===== config.mk =====
export PLATFORM = sky130hd
export DESIGN_NAME = mem_lsu
export DESIGN_NICKNAME = d
export VERILOG_FILES = /design/src/rtl/mem_lsu.sv
export SDC_FILE = /design/constraint.sdc
export NUM_CORES = 1
export LEC_CHECK = 0
export BUFFER_PORTS_ARGS = -buffer_cell sky130_fd_sc_hd__buf_2
export CAP_MARGIN = 20
export CORE_MARGIN = 2
export CORE_UTILIZATION = 42
export CTS_BUF_LIST = sky130_fd_sc_hd__clkbuf_4
export DETAILED_ROUTE_END_ITERATION = 8
export PLACE_DENSITY = 0.67
export SYNTH_ARGS = -nofsm -noshare
export SYNTH_HDL_FRONTEND = slang
export SYNTH_SLANG_ARGS = --single-unit

===== constraint.sdc =====
create_clock -name cpu_clk_50M -period 12 [get_ports cpu_clk_50M]
set_input_delay 0.6 -clock cpu_clk_50M [delete_from_list [all_inputs] [get_ports cpu_clk_50M]]
set_output_delay 0.6 -clock cpu_clk_50M [all_outputs]
set_load 0.01 [all_outputs]

===== src/rtl/mem_lsu.sv =====
// Multi-cycle MEM-stage load/store unit driving a req/ack data bus, with flush-safe draining.
// Optional bus watchdog enabled by defining LSU_TIMEOUT_EN.
module mem_lsu #(
    parameter int         ADDR_W   = 32,
    parameter logic [4:0] EXC_ADEL = 5'h04,
    parameter logic [4:0] EXC_ADES = 5'h05,
    parameter logic [4:0] EXC_DBE  = 5'h07,
    parameter int         TIMEOUT  = 255
) (
    input  logic              cpu_clk_50M,
    input  logic              cpu_rst,
    input  logic              ls_valid_i,
    input  logic              ls_load_i,
    input  logic              ls_store_i,
    input  logic [1:0]        ls_size_i,
    input  logic              ls_sext_i,
    input  logic [ADDR_W-1:0] ls_addr_i,
    input  logic [31:0]       ls_wdata_i,
    input  logic              ls_flush_i,
    output logic              stall_o,
    output logic              ls_done_o,
    output logic [31:0]       ls_rdata_o,
    output logic              ls_exc_o,
    output logic [4:0]        ls_exccode_o,
    output logic [ADDR_W-1:0] ls_badvaddr_o,
    output logic              dreq_o,
    output logic [3:0]        dwe_o,
    output logic [ADDR_W-1:0] daddr_o,
    output logic [31:0]       dwdata_o,
    input  logic              dack_i,
    input  logic [31:0]       drdata_i
);

    // state | meaning
    // IDLE  | waiting for an access
    // BUSY  | dreq_o high, waiting for dack_i
    // DRAIN | flushed mid-access, finishing the bus handshake silently
    // DONE  | one-cycle completion (result or exception)
    typedef enum logic [1:0] {ST_IDLE, ST_BUSY, ST_DRAIN, ST_DONE} state_t;

    state_t state, state_nxt;

    logic              access, accept, is_load, misaligned, tmo_hit;
    logic [3:0]        lane_we;
    logic [31:0]       wdata_rep;
    logic [1:0]        size_q, off_q;
    logic              sext_q, load_q, exc_q;
    logic [ADDR_W-1:0] addr_q;
    logic [7:0]        rd_byte;
    logic [15:0]       rd_half;
    logic [31:0]       load_ext;

    assign access     = ls_valid_i & (ls_load_i | ls_store_i);
    assign accept     = access & ~ls_flush_i;
    assign is_load    = ls_load_i;
    assign misaligned = ((ls_size_i == 2'b01) & ls_addr_i[0]) |
                        (ls_size_i[1] & (ls_addr_i[1:0] != 2'b00));

    // Big-endian lanes: offset 0 is bits [31:24], i.e. dwe_o[3].
    always_comb begin
        lane_we   = 4'b0000;
        wdata_rep = ls_wdata_i;
        case (ls_size_i)
            2'b00: begin
                lane_we   = 4'b1000 >> ls_addr_i[1:0];
                wdata_rep = {4{ls_wdata_i[7:0]}};
            end
            2'b01: begin
                lane_we   = ls_addr_i[1] ? 4'b0011 : 4'b1100;
                wdata_rep = {2{ls_wdata_i[15:0]}};
            end
            default: lane_we = 4'b1111;
        endcase
        if (is_load)
            lane_we = 4'b0000;
    end

    always_comb begin
        rd_byte = drdata_i[7:0];
        case (off_q)
            2'b00:   rd_byte = drdata_i[31:24];
            2'b01:   rd_byte = drdata_i[23:16];
            2'b10:   rd_byte = drdata_i[15:8];
            default: rd_byte = drdata_i[7:0];
        endcase
        rd_half = off_q[1] ? drdata_i[15:0] : drdata_i[31:16];
        case (size_q)
            2'b00:   load_ext = {{24{sext_q & rd_byte[7]}}, rd_byte};
            2'b01:   load_ext = {{16{sext_q & rd_half[15]}}, rd_half};
            default: load_ext = drdata_i;
        endcase
    end

`ifdef LSU_TIMEOUT_EN
    localparam int TMO_W = $clog2(TIMEOUT + 1);

    logic [TMO_W-1:0] tmo_cnt;

    always_ff @(posedge cpu_clk_50M or posedge cpu_rst) begin
        if (cpu_rst)
            tmo_cnt <= '0;
        else if (state_nxt != state)
            tmo_cnt <= '0;
        else if ((state == ST_BUSY || state == ST_DRAIN) && !dack_i)
            tmo_cnt <= tmo_cnt + 1'b1;
    end

    // Fires on the TIMEOUT-th consecutive cycle without an acknowledge.
    assign tmo_hit = (state == ST_BUSY || state == ST_DRAIN) && !dack_i &&
                     (tmo_cnt == TMO_W'(TIMEOUT - 1));
`else
    // No watchdog in this build: the bus is waited on indefinitely.
    assign tmo_hit = (TIMEOUT < 0);
`endif

    always_comb begin
        state_nxt = state;
        case (state)
            ST_IDLE:  if (accept) state_nxt = misaligned ? ST_DONE : ST_BUSY;
            ST_BUSY: begin
                if (dack_i)
                    state_nxt = ls_flush_i ? ST_IDLE : ST_DONE;
                else if (ls_flush_i)
                    state_nxt = ST_DRAIN;
                else if (tmo_hit)
                    state_nxt = ST_DONE;
            end
            ST_DRAIN: if (dack_i || tmo_hit) state_nxt = ST_IDLE;
            default:  state_nxt = ST_IDLE;
        endcase
    end

    always_ff @(posedge cpu_clk_50M or posedge cpu_rst) begin
        if (cpu_rst) begin
            state         <= ST_IDLE;
            daddr_o       <= '0;
            dwe_o         <= '0;
            dwdata_o      <= '0;
            addr_q        <= '0;
            size_q        <= '0;
            off_q         <= '0;
            sext_q        <= 1'b0;
            load_q        <= 1'b0;
            exc_q         <= 1'b0;
            ls_rdata_o    <= '0;
            ls_exccode_o  <= '0;
            ls_badvaddr_o <= '0;
        end else begin
            state <= state_nxt;
            case (state)
                ST_IDLE: if (accept) begin
                    addr_q <= ls_addr_i;
                    if (misaligned) begin
                        exc_q         <= 1'b1;
                        ls_exccode_o  <= is_load ? EXC_ADEL : EXC_ADES;
                        ls_badvaddr_o <= ls_addr_i;
                        ls_rdata_o    <= '0;
                    end else begin
                        daddr_o      <= {ls_addr_i[ADDR_W-1:2], 2'b00};
                        dwe_o        <= lane_we;
                        dwdata_o     <= wdata_rep;
                        size_q       <= ls_size_i;
                        off_q        <= ls_addr_i[1:0];
                        sext_q       <= ls_sext_i;
                        load_q       <= is_load;
                        exc_q        <= 1'b0;
                        ls_exccode_o <= '0;
                    end
                end
                ST_BUSY: begin
                    if (dack_i) begin
                        ls_rdata_o <= load_q ? load_ext : 32'h0;
                    end else if (state_nxt == ST_DONE) begin
                        exc_q         <= 1'b1;
                        ls_exccode_o  <= EXC_DBE;
                        ls_badvaddr_o <= addr_q;
                        ls_rdata_o    <= '0;
                    end
                end
                default: ;
            endcase
        end
    end

    assign dreq_o    = (state == ST_BUSY) || (state == ST_DRAIN);
    assign stall_o   = ((state == ST_IDLE) && accept) || dreq_o;
    assign ls_done_o = (state == ST_DONE) && !ls_flush_i;
    assign ls_exc_o  = ls_done_o && exc_q;

endmodule

======== Word-level counts from Yosys, hierarchy flattened ========
Index checks and enable logic that the tools add are counted.
storage, ports and cells
  word-level logic and storage cells ...... 90
  output and inout bits ................... 141
  input port bits ......................... 106
  register bits after elaboration ......... 176
operators by class
  mux-type cells .......................... 36
  shifts and indexed selects .............. 1
  bitwise gates (word level) .............. 10
  reduce and logical (&&, ||, !) cells .... 17
  equal/unequal tests ..................... 13
operator list
  kind                                                                number
  32-bit two-way mux                                                  9
  32-bit one-hot mux with 2 select lines                              4
  8-bit one-hot mux with 3 select lines                               1
  16-bit two-way mux                                                  1
  5-bit two-way mux                                                   3
  2-bit two-way mux                                                   6
  5-bit one-hot mux with 2 select lines                               1
  2-bit by 1-bit == test with 1-bit output, second input constant     4
  2-bit == test, second input constant                                4
  2-bit zero test                                                     4
  4-bit two-way mux                                                   2
  2-bit != test, second input constant                                4
  4-bit one-hot mux with 2 select lines                               1
  4-bit AND reduction                                                 2
  1-bit bitwise AND                                                   6
  2-bit one-hot mux with 3 select lines                               1
  1-bit two-way mux                                                   5
  5-bit AND reduction                                                 1
  2-bit nonzero test                                                  2
  4-bit by 2-bit right shift with 4-bit output, first input constant  1
  1-bit logical AND                                                   3
  3-bit two-way mux                                                   1
  3-bit != test, second input constant                                1
  3-bit AND reduction                                                 1
  6 further kinds                                                     9

======== Logic depth before layout (Yosys ltp) ========
Gate-level depths: netlist (run 1).
  word-level depth ........................ 10
  gate-level depth with buffers ........... 10
  gate-level depth less buffers ........... 7

======== Worst setup path after synthesis (run 1) ========
No wires, ideal clock.
  kind .................................... input -> register
  from .................................... in ls_valid_i
  to ...................................... reg ls_badvaddr_o[2]
  required time ........................... 11.875 ns
  path slack .............................. 9.502 ns
  setup time .............................. 0.125 ns
  arrival ................................. 2.373 ns
  stages on the path ...................... 6
  cells stage by stage .................... nor2b_1 -> nand3_4 -> o32a_1 -> a221oi_4 -> buf_6 -> mux2_2
on the way
  longest elaborated chain between the ends .. 7
  elaborated cells on any way between the ends .. 8
  classes of those cells .................. eq/ne (3); mux (2); bitwise (2); reduce/logical (1)
RTL lines
  what                                      line  source
  start, declared                           12    input logic ls_valid_i,
  1-bit bitwise AND (*)                     53    assign access = ls_valid_i & (ls_load_i | ls_store_i);
  1-bit bitwise AND (*)                     54    assign accept = access & ~ls_flush_i;
  2-bit two-way mux                         119   ST_IDLE: if (accept) state_nxt = misaligned ? ST_DONE : ST_BUSY;
  2-bit one-hot mux with 3 select lines     118   case (state)
  2-bit == test                             173   end else if (state_nxt == ST_DONE) begin
  2-bit != test (no source line)            --
  5-bit AND reduction (no source line) (*)  --
  end signal, assigned                      156   ls_badvaddr_o <= ls_addr_i;
  end signal, assigned                      176   ls_badvaddr_o <= addr_q;
  end, declared                             25    output logic [ADDR_W-1:0] ls_badvaddr_o,
Mark *: on every way between the ends. The rest lies on a longest branch, timed or not.
A chain may end at the register's enable or synchronous reset.

======== Final worst setup path (run 1) ========
  from .................................... reg state[0]
  to ...................................... reg ls_rdata_o[3]
on the way
  longest elaborated chain between the ends .. 6
  elaborated cells on any way between the ends .. 15
  classes of those cells .................. eq/ne (6); mux (6); reduce/logical (3)
RTL lines
  what                                   line  source
  start, declared                        41    state_t state, state_nxt;
  start signal, assigned                 149   state <= state_nxt;
  2-bit two-way mux                      123   else if (ls_flush_i)
  2-bit two-way mux                      121   if (dack_i)
  2-bit one-hot mux with 3 select lines  118
  2-bit == test                          173
  3-bit != test (no source line)         --
  4-bit AND reduction (no source line)   --
  end signal, assigned                   172   ls_rdata_o <= load_q ? load_ext : 32'h0;
  end, declared                          22    output logic [31:0] ls_rdata_o,
Several ways; a longest one is shown, not always the timed one.

==> results.md, run 1 <==
* Power per standard cell area at 250 nW/um2
* Post-cts sizing count at 0
* RD Place Congestion at 0.851
* Final Util at 0.517
* Post-DRT Antenna Nets at 0
* GRT Util Overall at 0.208
* Routed len/inst at 17.6 um
* Sequential share of the synthesized area at 0.515
* Postcts setup bufs at 0
* Post-Layout Cell Count at 1236
* Num CTS Buffers at 17
* CP bufs+invs at 1
* Most frequent cell after synthesis: dfrtp_1
* Critical Path Source: state[0]$_DFF_PP0_
* Pin count of the biggest net entering global routing at 98
* CTS root buf: clkbuf_4
* Crit-path cells: inv_1, ha_1, nand3_4, o32a_1, a22oi_1, o311ai_0
* Multi-input logic area at 3780 um2
* Post-Syn Area at 8410 um2
* Final setup violation count at 0
* Placed Area at 9810 um2
* Clock sinks at 173
* Fmax at 280 MHz
* Dpl cells at 1202
* Yosys reg bits at 173
* Vias in the first global route at 6595
* # IOs at 247
* Final Power at 2.53 mW
* Via count at 6506
* Design area at 10100 um2
* Min cycle time layout at 3.58 ns
* WS Path Type: register to register
* Cell Rows at 51
* Sum Neg Setup Slack at 0 ns
* Final Hold Vio Count at 0
* Layout cells sized above 1 at 0.449
* Pins Over Slew Limit at 0
* Int Power at 1.51 mW
* Vias per cell at 5.26
* Pre-CTS WS at 8.21 ns
* Combinational share of power at 0.449
* Setup Skew at 0.0257 ns
* Detailed Route Iter0 Violations at 353
* Status: complete, no violations
* Fin nets at 1067
* Clk_lat worst skew at 0.59 ns
* Async SR Flop Fraction at 1.00
* Sequential cell area at 4330 um2
* Critical Path RT at 12.43 ns
* Worst-path fanout max at 37
* Crit-path max cell delay at 0.88 ns
* Post-synth EDFFs at 0
* Total die area at 21200 um2
* Routed wire length at 21700 um
* CTS Hold Buffers Added at 0
* Mean Syn Cell Area at 11.4 um2
* Core area at 19600 um2
* Critical Path Start Type: register
* Reg2reg setup slack at 8.42 ns
* WP data arrival at 4.01 ns
* Slowest cell on crit path: a22oi_1
* Reg2Reg Depth at 6
* Die width at 146 um
* P&R area growth vs syn at 20.3%
* DP HPWL at 15400 um
* Synth cell types at 46
* Sequential share of power at 0.411
* Drt first pass iters at 5
* Die H at 146 um
* GRT overflow at 0
* Syn Inst Count at 739
* H-tree Lvls at 4
* Psw at 1.01 mW
* CP endpoint kind: register
* Number of antenna violations at the first check in global routing at 4
* Levels on crit path at 6
* PortBufs at 242
* RR Startpoint: state[0]$_DFF_PP0_
* Hold Crit Class: input pin to asynchronous set/reset pin
* PnR worst setup slack at 8.42 ns
* Pleak at 4.76 nW
* Clock share of power at 0.140
* Top cells by count, synth: 173 x dfrtp_1, 135 x mux2_2, 72 x nand2_1
* CP delay by family, top: compound AO/OA/AOI/OAI gates
* Top cells by area, synth: dfrtp_1 51%, mux2_2 18%, mux2i_1 3.8%
* Crit share post-route at 0.298
* Synth area leader: dfrtp_1
* Max_cap viols at 0
* Clk slew on worst S/H paths at 0.17 ns
* Fill count at 1834
* Sw Share at 0.402
* RSZ-0062 raised after global routing: no
* Peak supply drop at 0.120 mV
* RR Endpoint: ls_rdata_o[3]$_DFFE_PP0P_
* Synth Warn # at 0
* Crit path to: ls_rdata_o[3]$_DFFE_PP0P_
* CTS tree: yes
* Hold slack at 0.173 ns
* Worst Max-Slew Pin Slew at 1.04 ns
* Worst slew margin at 0.309
* Starting Density at 0.429
* Global-route wire length before repair at 35400 um
* Post-synth top flop: dfrtp_1
* Clock Tree Buf Depth at 2
* Drt drc at 0
* Top cell type's share of synthesized area at 0.515
[power by group through the flow]
stage          Clock [mW]  Combinational (mW)  Sequential, mW
3_3_place_gp            0                1.13            1.04
2_1_floorplan           0               0.658            1.12
6_report            0.353                1.13            1.04
3_5_place_dp            0                1.15            1.05
4_1_cts             0.365                1.15            1.04
5_1_grt             0.388                1.25            1.08
[routing by layer]
metal	part of all wire	vias to the layer above	track usage
met5	0.0015	-	0
met4	0.019	6	0.0623
met3	0.075	36	0.0671
met2	0.47	230	0.338
met1	0.43	3142	0.268
li1	-	3092	-
[cells in the final DEF, fill, tap and decap left out, types with 3 or more instances in the layout]
master,instances
o2111ai_1,9
inv_8,6
a22oi_1,9
nor2_1,27
conb_1,4
buf_4,9
o311ai_0,15
dfrtp_1,173
a21oi_1,37
o221ai_1,7
a211o_1,3
mux2i_1,32
nor2b_1,5
or2_2,10
o211ai_1,15
clkinv_4,4
a211oi_1,5
inv_1,22
buf_2,242
ha_1,4
mux2_2,135
nand3_1,18
nand2b_1,4
mux2_1,7
and2_1,10
clkbuf_4,17
nand2_1,72
o21ai_0,36
[worst min-delay path by stage]
stage | start | end | cells past startpoint
after global routing | cpu_rst | daddr_o[19]$_DFFE_PP0P_ | 2
final | cpu_rst | daddr_o[19]$_DFFE_PP0P_ | 2
after floorplan | addr_q[27]$_DFFE_PP0P_ | addr_q[27]$_DFFE_PP0P_ | 1
after CTS | cpu_rst | ls_badvaddr_o[22]$_DFFE_PP0P_ | 2
after detailed placement | dwe_o[0]$_DFFE_PP0P_ | dwe_o[0]$_DFFE_PP0P_ | 2
after global placement | dwe_o[1]$_DFFE_PP0P_ | dwe_o[1]$_DFFE_PP0P_ | 1
[state kept, by name, summed over array words and instances, names as in the netlist]
register       count
addr_q            32
dwdata_o          32
ls_badvaddr_o     32
ls_rdata_o        32
daddr_o           30
dwe_o              4
ls_exccode_o       3
off_q              2
size_q             2
state              2
load_q             1
sext_q             1
[worst register-to-register path, delay by kind of cell, from the launching register on]
kind / cells / cell delay, ns
compound gates: 3 / 1.88
fa+ha+maj: 1 / 0.43
buf+inv: 1 / 0.12
flops: 1 / 0.47
simple gates: 1 / 0.53
[logic make-up (layout without fill, tap and decap cells)]
family                   Yosys count  in the layout  share of synthesized area
AO/OA/AOI/OAI                    152            152                      0.122
XOR/XNOR                           1              1                    0.00104
adder cells (fa/ha/maj)            5              5                    0.00744
buffers and inverters             79            306                     0.0407
flip-flops                       173            173                      0.515
multiplexers                     175            175                      0.231
other                              1              6                   0.000446
AND/OR/NAND/NOR                  153            153                     0.0825
[cell type report]
class | instances | area share
well taps | 265 | 0.0328
multi-input cells | 490 | 0.373
repair buffers | 251 | 0.126
clock inverters | 15 | 0.0176
clock buffers | 17 | 0.0126
diodes | 2 | 0.000495
inverters | 23 | 0.00903
flip-flops and latches | 173 | 0.428
Note: power is estimated with default switching activity, not from simulation.
==> run 2: changes to the inputs <==
--- a/config.mk
+++ b/config.mk
@@ -11,7 +11,7 @@
 export CORE_UTILIZATION = 42
 export CTS_BUF_LIST = sky130_fd_sc_hd__clkbuf_4
 export DETAILED_ROUTE_END_ITERATION = 8
-export PLACE_DENSITY = 0.67
+export PLACE_DENSITY = 0.7
 export SYNTH_ARGS = -nofsm -noshare
 export SYNTH_HDL_FRONTEND = slang
 export SYNTH_SLANG_ARGS = --single-unit
==> constraint.sdc (replaced) <==
create_clock -name cpu_clk_50M -period 2.88 [get_ports cpu_clk_50M]
set_input_delay 0.144 -clock cpu_clk_50M [delete_from_list [all_inputs] [get_ports cpu_clk_50M]]
set_output_delay 0.144 -clock cpu_clk_50M [all_outputs]
set_load 0.01 [all_outputs]
==> run 2 against run 1 <==
  * Setup slack worse by 8.1 ns
  * Sequential share of layout area decreased by 4.8 points
  * Die area stayed put
  * Clock skew is 0.0037 ns lower
  * Clock-buffer cell count increased by 1
  * Core utilization grew 6.5 points
  * Final area up 13%
  * Global-route usage increased by 1.7 points
  * Largest power group unchanged
  * Highest routed layer unchanged
==> results.md, run 2 (synthesized netlist as in run 1, its figures left out) <==
* DP HPWL at 15800 um (+2.8%)
* RSZ-0062 raised after global routing: no
* Pin count of the biggest net entering global routing at 71 (-28%)
* CP endpoint kind: register
* Final Util at 0.582 (+0.0655)
* Die width at 146 um (unchanged)
* Max_cap viols at 0 (unchanged)
* Global-route wire length before repair at 38400 um (+8.6%)
* Fmax at 391 MHz (+40%)
* GRT overflow at 0 (unchanged)
* PnR worst setup slack at 0.322 ns (-8.10 ns)
* RD Place Congestion at 0.849 (-0.22%)
* Peak supply drop at 0.643 mV (+440%)
* WP data arrival at 3.00 ns (-1.01 ns)
* Vias in the first global route at 7331 (+11%)
* Via count at 7128 (+9.6%)
* Power per standard cell area at 955 nW/um2 (+280%)
* Crit share post-route at 0.888 (+0.590)
* Core area at 19600 um2 (unchanged)
* Final setup violation count at 0 (unchanged)
* Pre-CTS WS at 0.142 ns (-8.07 ns)
* Commonest non-fill, non-tap cell in the layout: buf_2
* Pleak at 5.31 nW (+12%)
* PortBufs at 242 (unchanged)
* Drt first pass iters at 5 (unchanged)
* Routed len/inst at 17.5 um (-0.46%)
* Clk slew on worst S/H paths at 0.16 ns (about the same)
* CTS tree: yes
* Final Hold Vio Count at 0 (unchanged)
* Design area at 11400 um2 (+13%)
* Clk_lat worst skew at 0.55 ns (-0.04 ns)
* Vias per cell at 5.25 (-0.36%)
* H-tree Lvls at 4 (unchanged)
* Number of antenna violations at the first check in global routing at 4 (unchanged)
* Hold Crit Class: input pin to register
* CTS root buf: clkbuf_4
* Min cycle time layout at 2.56 ns (-1.02 ns)
* Die H at 146 um (unchanged)
* Layout cells sized above 1 at 0.412 (-0.0365)
* Worst Max-Slew Pin Slew at 0.948 ns (-0.0886 ns)
* Sum Neg Setup Slack at 0 ns (unchanged)
* Worst slew margin at 0.366 (+0.0567)
* Clock Tree Buf Depth at 2 (unchanged)
* GRT Util Overall at 0.225 (+0.0167)
* Pins Over Slew Limit at 0 (unchanged)
* WS Path Type: register to register
* Status: complete, no violations
* Worst-path fanout max at 32 (-14%)
* Critical Path Start Type: register
* Placed Area at 9990 um2 (+1.8%)
* # IOs at 247 (unchanged)
* Post-DRT Antenna Nets at 0 (unchanged)
* P&R area growth vs syn at 35.5%
* Total die area at 21200 um2 (unchanged)
* Critical Path RT at 3.33 ns (-9.10 ns)
* Dpl cells at 1216 (+1.2%)
* Fin nets at 1189 (+11%)
* Post-Layout Cell Count at 1359 (+10%)
* Num CTS Buffers at 17 (unchanged)
* Drt drc at 0 (unchanged)
* Starting Density at 0.429 (unchanged)
* Routed wire length at 23800 um (+9.4%)
* Commonest cells after routing, fill and taps aside: 242 x buf_2, 173 x dfrtp_1, 135 x mux2_2
* Setup Skew at 0.0220 ns (-0.00372 ns)
* Detailed Route Iter0 Violations at 574 (+63%)
* Clock sinks at 173 (unchanged)
* Cell Rows at 51 (unchanged)
run 2: cell types whose count changed in the layout (fill, tap and decap cells not counted), moves of 2 or more:
cell,previous run,this run
dlygate4sd3_1,0,108
buf_12,0,6
buf_4,9,17
inv_8,6,4
run 2: what timing repair did:
action | 4_1_cts | 5_1_grt
endpoints found under the setup margin | 0 | 15
buffers inserted | 0 | 0
hold endpoints to repair | 206 | 0
resized for setup | 0 | 1
hold buffers | 108 | 0
run 2: area by class of cell:
type	instances	area, um2
tap	265	332
clock inverter	14	185
fill	1612	8190
clock buffer	18	135
antenna	3	7.51
inverter	23	90.1
sequential	173	4330
multi-input combinational	490	3780
timing repair buffer	373	2540
run 2: power breakdown:
group	internal [mW]	leakage, nW	switching, mW
Clock	0.566	0.170	0.953
Combinational	2.42	3.02	2.63
Sequential	3.60	2.13	0.722
Total	6.59	5.31	4.30
run 2: critical path: stages (launching register included):
cell and delay [ns]:
dfrtp_1 0.47, inv_1 0.13, ha_2 0.41, nand2b_1 0.13, nor3_1 0.24, nor3_2 0.12, a221oi_4 0.33, buf_12 0.25
mux2_2 0.37
run 2: through the flow:
stage / power [mW] / hold WS (ns)
after floorplan: 7.41 / 0.241
after global placement: 9.12 / 0.209
after detailed placement: 9.28 / 0.205
after CTS: 10.9 / 0.00887
after global routing: 11.7 / 0.0529
final: 10.9 / 0.0555
run 2: final timing paths:
| path | from | endpoint | slack, ns | cells after the start |
|---|---|---|---|---|
| max | state[1]$_DFF_PP0_ | ls_badvaddr_o[12]$_DFFE_PP0P_ | 0.32 | 8 |
| min | drdata_i[24] | ls_rdata_o[24]$_DFFE_PP0P_ | 0.06 | 4 |
| max reg2reg | state[1]$_DFF_PP0_ | ls_badvaddr_o[12]$_DFFE_PP0P_ | 0.32 | 8 |
| min reg2reg | dwdata_o[15]$_DFFE_PP0P_ | dwdata_o[15]$_DFFE_PP0P_ | 0.49 | 2 |
| max in group asynchronous | cpu_rst | sext_q$_DFFE_PP0P_ | 1.98 | 4 |
| min in group asynchronous | cpu_rst | dwdata_o[19]$_DFFE_PP0P_ | 0.17 | 3 |
run 2: layer usage:
| layer | wire, um | global-route usage | vias up |
|---|---|---|---|
| li1 | - | - | 3334 |
| met1 | 9840 | 0.288 | 3463 |
| met2 | 11400 | 0.363 | 274 |
| met3 | 1760 | 0.0677 | 55 |
| met4 | 756 | 0.0843 | 2 |
| met5 | 11 | 0 | - |
